--- src/rtl/button_cmd_pkg.sv ---
// Shared types and helpers for the button command decoder: FSM states,
// one-hot test and millisecond-to-cycle conversion.
package button_cmd_pkg;

  typedef enum logic [1:0] {
    ST_IDLE   = 2'd0,
    ST_PRESS  = 2'd1,
    ST_REPEAT = 2'd2
  } t_bcd_state;

  function automatic logic is_one_hot4(input logic [3:0] v);
    return (v != 4'b0000) && ((v & (v - 4'd1)) == 4'b0000);
  endfunction

  function automatic logic [31:0] ms_to_cycles(input int unsigned fclk,
                                               input int unsigned ms);
    return 32'((fclk / 1000) * ms);
  endfunction

endpackage

--- src/rtl/button_cmd_decoder.sv ---
// Turns the debounced one-hot button levels into single-cycle press, long,
// repeat and release events; one button is tracked at a time.
module button_cmd_decoder
  import button_cmd_pkg::*;
#(
  parameter int unsigned FCLK      = 20000000,
  parameter int unsigned HOLD_MS   = 1000,
  parameter int unsigned REPEAT_MS = 200
) (
  input  logic       i_clk_mhz,
  input  logic       i_rst_mhz,
  input  logic [3:0] i_btns_deb,
  output logic [3:0] o_btn_press,
  output logic [3:0] o_btn_long,
  output logic [3:0] o_btn_repeat,
  output logic [3:0] o_btn_release,
  output logic [3:0] o_btn_active
);

  localparam logic [31:0] C_HOLD = ms_to_cycles(FCLK, HOLD_MS);
  localparam logic [31:0] C_REP  = ms_to_cycles(FCLK, REPEAT_MS);

  if (FCLK < 1000) begin : g_chk_fclk
    $error("button_cmd_decoder: FCLK must be >= 1000");
  end
  if (HOLD_MS < 1) begin : g_chk_hold
    $error("button_cmd_decoder: HOLD_MS must be >= 1");
  end
  if (REPEAT_MS < 1) begin : g_chk_rep
    $error("button_cmd_decoder: REPEAT_MS must be >= 1");
  end

  t_bcd_state  s_state;
  logic [31:0] s_t;
  logic [31:0] s_t_inc;
  logic [3:0]  s_store;
  logic        s_armed;

  always_comb begin
    s_t_inc = s_t;
    if (s_t < C_HOLD - 32'd1) begin
      s_t_inc = s_t + 32'd1;
    end
  end

  // Release is tested before the timer so it wins over long/repeat.
  always_ff @(posedge i_clk_mhz or posedge i_rst_mhz) begin
    if (i_rst_mhz) begin
      s_state       <= ST_IDLE;
      s_t           <= '0;
      s_store       <= '0;
      s_armed       <= 1'b0;
      o_btn_press   <= '0;
      o_btn_long    <= '0;
      o_btn_repeat  <= '0;
      o_btn_release <= '0;
      o_btn_active  <= '0;
    end else begin
      o_btn_press   <= '0;
      o_btn_long    <= '0;
      o_btn_repeat  <= '0;
      o_btn_release <= '0;
      if (i_btns_deb == 4'b0000) begin
        s_armed <= 1'b1;
      end

      case (s_state)
        ST_IDLE: begin
          if (is_one_hot4(i_btns_deb) && s_armed) begin
            s_store      <= i_btns_deb;
            o_btn_press  <= i_btns_deb;
            o_btn_active <= i_btns_deb;
            s_armed      <= 1'b0;
            s_t          <= '0;
            s_state      <= ST_PRESS;
          end else begin
            s_t <= s_t_inc;
          end
        end

        ST_PRESS: begin
          if (i_btns_deb != s_store) begin
            o_btn_release <= s_store;
            o_btn_active  <= '0;
            s_t           <= '0;
            s_state       <= ST_IDLE;
          end else if (s_t == C_HOLD - 32'd1) begin
            o_btn_long <= s_store;
            s_t        <= '0;
            s_state    <= ST_REPEAT;
          end else begin
            s_t <= s_t_inc;
          end
        end

        ST_REPEAT: begin
          if (i_btns_deb != s_store) begin
            o_btn_release <= s_store;
            o_btn_active  <= '0;
            s_t           <= '0;
            s_state       <= ST_IDLE;
          end else if (s_t == C_REP - 32'd1) begin
            o_btn_repeat <= s_store;
            s_t          <= '0;
          end else begin
            s_t <= s_t_inc;
          end
        end

        default: begin
          o_btn_active <= '0;
          s_t          <= '0;
          s_state      <= ST_IDLE;
        end
      endcase
    end
  end

endmodule

--- config.mk ---
export PLATFORM = sky130hd
export DESIGN_NAME = button_cmd_decoder
export DESIGN_NICKNAME = d
export VERILOG_FILES = /design/src/rtl/button_cmd_pkg.sv /design/src/rtl/button_cmd_decoder.sv
export SDC_FILE = /design/constraint.sdc
export NUM_CORES = 1
export LEC_CHECK = 0
export ABC_CLOCK_PERIOD_IN_PS = 2200
export BUFFER_PORTS_ARGS = -buffer_cell sky130_fd_sc_hd__buf_4
export CORE_MARGIN = 2
export CORE_UTILIZATION = 33
export CTS_CLUSTER_SIZE = 28
export DETAILED_ROUTE_END_ITERATION = 10
export GPL_TIMING_DRIVEN = 0
export SLEW_MARGIN = 0
export SYNTH_ARGS = -nofsm -noshare
export SYNTH_HDL_FRONTEND = slang
export SYNTH_SLANG_ARGS = --single-unit
--- constraint.sdc ---
create_clock -name i_clk_mhz -period 2.2 [get_ports i_clk_mhz]
set_clock_uncertainty 0.2 [all_clocks]
set_input_delay 0 -clock i_clk_mhz [delete_from_list [all_inputs] [get_ports i_clk_mhz]]
set_output_delay 0 -clock i_clk_mhz [all_outputs]
set_load 0.1 [all_outputs]
Yosys cells after proc, flatten, opt, wreduce, memory -nomap -nowiden:

Index checks and enable logic that the tools add are counted.

* output and inout port bits: 20
* flip-flop bits (word level): 59
* logic and storage cells: 60
* bits of input ports: 6

* equality and inequality tests: 9
* add/subtract/negate cells: 2
* mux-type cells: 28
* magnitude comparators: 1
* bitwise logic cells: 1
* reductions and logical operators: 10

Operators with widths (number)
* $mux 32: 6
* $pmux 32 s3: 1
* $mux 4: 12
* $add 32x1->32 const B: 1
* $eq 32x22->1 const B: 1
* $eq 32x25->1 const B: 1
* $lt 32x25->1 const B: 1
* $logic_not 4->1: 2
* $mux 2: 4
* $pmux 4 s2: 1
* $pmux 2 s3: 1
* $and 4x4->4: 1
* $ne 2x2->1 const B: 2
* $ne 4x4->1: 1
* $reduce_and 2->1: 2
* $reduce_bool 4->1: 1
* $sub 4x1->4 const B: 1
* $mux 1: 3
* $ne 3x3->1 const B: 1
* $reduce_and 3->1: 1
* $eq 2x1->1 const B: 1
* $eq 2x2->1 const B: 1
* $logic_and 1x1->1: 2
* $logic_not 2->1: 1
* other kinds (2): 2

Depth between registers and ports, before layout:

* depth in word-level cells: 7
* gate-level depth with buffers: 9
* mapped depth without buffers: 7

Worst setup path after synthesis:

No wires, ideal clock.

* path kind: register to register
* from: register s_t[29]
* to: register s_t[13]
* arrival time: 2.025 ns
* buffers on the path: 1
* cell stages (with the launch flop): 8
* setup time: 0.077 ns
* slack: -0.103 ns
* cell sequence: dfrtp_1 or4_1 nand2b_4 nor3_4 buf_6 nand4b_2 or3_1 a21oi_1

* word-level cells in the longest chain between the ends: 5
* elaborated cells on any way between the ends: 10
* classes of those cells: 1 x order compare; 2 x eq/ne; 7 x mux

RTL lines
* start: declaration: line button_cmd_decoder.sv:34 `logic [31:0] s_t;`
* start signal: assignment: line button_cmd_decoder.sv:77 `s_t <= s_t_inc;`
* start signal: assignment: line button_cmd_decoder.sv:92 `s_t <= s_t_inc;`
* start signal: assignment: line button_cmd_decoder.sv:106 `s_t <= s_t_inc;`
* $lt 32x25->1: line button_cmd_decoder.sv:41 `if (s_t < C_HOLD - 32'd1) begin`
* $mux 32: line button_cmd_decoder.sv:41
* $mux 32 (on tied branches): line button_cmd_decoder.sv:102, button_cmd_decoder.sv:87
* $mux 32 (on tied branches): line button_cmd_decoder.sv:97, button_cmd_decoder.sv:82
* $pmux 32 s3 *: line button_cmd_decoder.sv:67 `case (s_state)`

Every way passes the cells marked *; elsewhere a longest branch is shown, timed or not.
A chain may end at the register's enable or synchronous reset.

Worst setup path in the final report:

* from: register s_t[18]
* to: register s_t[0]

Same word-level chain as after synthesis.

==> qor.csv <==
metric,value,unit
outcome,"finished, violations left",
failing checks,negative setup slack,
cells along the critical path,"or3b_4, a2111oi_4, nor3_4, buf_6, buf_6, buf_6, buf_6, nand2_4, xor2_1, nor2_1",
Vias,2392,
"Top FF cell, synth",dfrtp_1,
post-route ant nets,0,
Critical Path Fanout Max,4,
Worst Path Required,2.24,ns
Post-Syn Nets,283,
via density per instance,5.21,
Worst Setup End Kind,flip-flop,
Die H,96.5,um
fin area,0.00414,sq mm
Slew HR,63.3,%
initial antenna violation count,0,
Placed Area,0.00319,sq mm
GR Overflow Total,0,
"Cell Area, Synth",0.00282,sq mm
Fin Hold WS,0.0644,ns
Die Span X,96.5,um
synth unique cells,45,
row count,33,
vias in the first global route,2327,
final hold violations,0,
crit path DAT,2.51,ns
YS warnings,0,
critical path type,flip-flop to flip-flop,
startpoint types,flip-flop,
"EDFF count, synth",0,
FMAX,405,MHz
Syn Area/Cell,10.4,sq um
port bufs,24,
post-synthesis cell count,272,
Detailed Route WL,7460,um
core box area,0.00826,sq mm
DRC,0,
DP Worst Slack,-0.485,ns
CTS tree,done,
full die area,0.00931,sq mm
HPWL after detailed placement,4090,um
Detailed Routing Iterations Pass 1,4,
Root Buffer,clkbuf_8,
Multi-input gate area,0.00161,sq mm
"Min Clock Period, post-route",2.47,ns
Filler Cells Inserted,761,
diodes inserted,0,
TritonCTS Buffers,9,
#FFs+latches synth,59,
Critical Path Slowest Stage Cell,a2111oi_4,
first-pass GRT wire length,11700,um
DRT iter0 DRCs,159,
Final Max Slew Viols,0,
Hold WC Path Type,input port to async pin,
Max Cap Viol,0,
GP Congestion,0.779,
CP peak stage delay,0.45,ns
"Clk Latency, worst-skew pair",0.34,ns
Slew @ Worst Pin,0.550,ns
"commonest non-fill, non-tap cell in the layout",dfrtp_1,
Reg area,0.00148,sq mm
clk buf depth,2,
Most Frequent Cell on Critical Path,buf_6,
sequential-to-total area share from yosys stat,52.3,%
ys async rst share,100,%
Worst IR Drop VDD,661,uV
gr usage total,16.7,%
clk slew on worst S/H paths,0.07,ns
# IOs,26,
total power,4140,uW
H-tree levels,3,
Power Density,998,mW/mm^2
clock sinks,59,
starting density of the core,34.2,%
Leak,0.00177,uW
routed length per instance,16.3,um
Layout area overhead,46.8,%
final-stage net count,360,
RSZ-0062 raised after global routing,true,
final setup margin,-0.270,ns
most frequent cells in the layout,"58 x dfrtp_1, 41 x buf_4, 15 x nand2_1",
layout cell share with drive strength beyond 1,41.8,%
final cycle utilization of the critical path,112,%
Final setup viols,33,
largest net degree at the start of global routing,38,
[through the flow]
stage	util [%]	TNS, ns	std cells
after global placement	38.4	-24.50	401
after CTS	47.3	-4.19	446
final	50.2	-5.71	459
after detailed placement	38.7	-12.34	402
after floorplan	-	-0.157	272
after global routing	50.2	-7.81	459
[kinds of logic (layout without fill, tap and decap cells)]
group	after synthesis	in the layout	synth area share, %
buffers and inverters	17	99	2.62
flip-flops	59	59	52.3
XOR/XNOR	17	17	5.28
AND/OR/NAND/NOR	124	124	25.7
multiplexers	5	5	2.00
AO/OA/AOI/OAI	45	45	9.89
adder cells (fa/ha/maj)	5	5	2.22
[area by class of cell]
cell class,count,area share (%)
Buffer,6,1.60
Clock buffer,11,3.41
Clock inverter,5,1.27
Inverter,10,0.906
Multi-Input combinational cell,196,38.9
Sequential cell,59,35.7
Tap cell,105,3.17
Timing Repair Buffer,67,15.1
[power breakdown]
part	switching, uW	internal (uW)
Clock	450	548
Combinational	1150	645
Sequential	110	1230
[registers in the layout, summed over array words and instances (netlist names)]
register,count
s_t,32
o_btn_press,4
o_btn_release,4
o_btn_long,4
o_btn_active,4
s_state,2
s_store,4
s_armed,1
o_btn_repeat,4
[cell usage after synthesis (2+ instances only)]
master | count | area [sq um]
buf_2 | 2 | 10.0
xnor2_1 | 4 | 35.0
ha_1 | 5 | 62.6
o211ai_1 | 2 | 15.0
o2111ai_1 | 2 | 17.5
xor2_1 | 13 | 114
a22o_1 | 4 | 35.0
nand4_1 | 8 | 50.1
o21ai_0 | 13 | 65.1
a21oi_1 | 17 | 85.1
nor3_1 | 7 | 35.0
nor2_1 | 17 | 63.8
or3_1 | 13 | 81.3
nand4b_1 | 3 | 26.3
dfrtp_1 | 59 | 1480
mux2_2 | 4 | 45.0
and2_1 | 9 | 56.3
clkbuf_1 | 4 | 15.0
nand3_1 | 16 | 80.1
and3_1 | 17 | 106
or2_2 | 3 | 18.8
inv_1 | 10 | 37.5
nand2_1 | 17 | 63.8
nand4_2 | 2 | 25.0
[per-layer routing]
layer	share of wire [%]	vias up	routed length (um)	GRT usage (%)
met5	0	-	0	0
met4	2.9	0	216	7.63
met3	3.8	21	287	3.49
met2	48	49	3600	25.0
met1	45	1180	3360	23.4
li1	-	1142	-	-
[final timing paths]
check | slack, ns | endpoint | start | depth (start not counted)
max | -0.27 | s_t[0] | s_t[18] | 10
min | 0.06 | o_btn_long[0] | i_rst_mhz | 3
max reg2reg | -0.27 | s_t[0] | s_t[18] | 10
min reg2reg | 0.30 | o_btn_active[1] | o_btn_active[1] | 1
max in group asynchronous | 1.15 | s_t[3] | i_rst_mhz | 4
min in group i_clk_mhz | 0.18 | s_t[25] | i_btns_deb[1] | 6
[worst max-delay path, delay by kind of cell (launching register included)]
| kind | cells | cell delay, ns |
|---|---|---|
| compound gates | 1 | 0.45 |
| simple gates | 4 | 0.64 |
| xor+xnor | 1 | 0.14 |
| buf+inv | 4 | 0.50 |
| flops | 1 | 0.43 |
[repair_timing]
item | 4_1_cts | 5_1_grt
cloned | 3 | 0
setup buffers | 19 | 13
hold buffers | 6 | 2
resized for setup | 57 | 37
pin swaps | 34 | 29
setup endpoints to repair | 41 | 45
endpoints found under the hold margin | 71 | 1
Note: power is estimated with default switching activity, not from simulation.
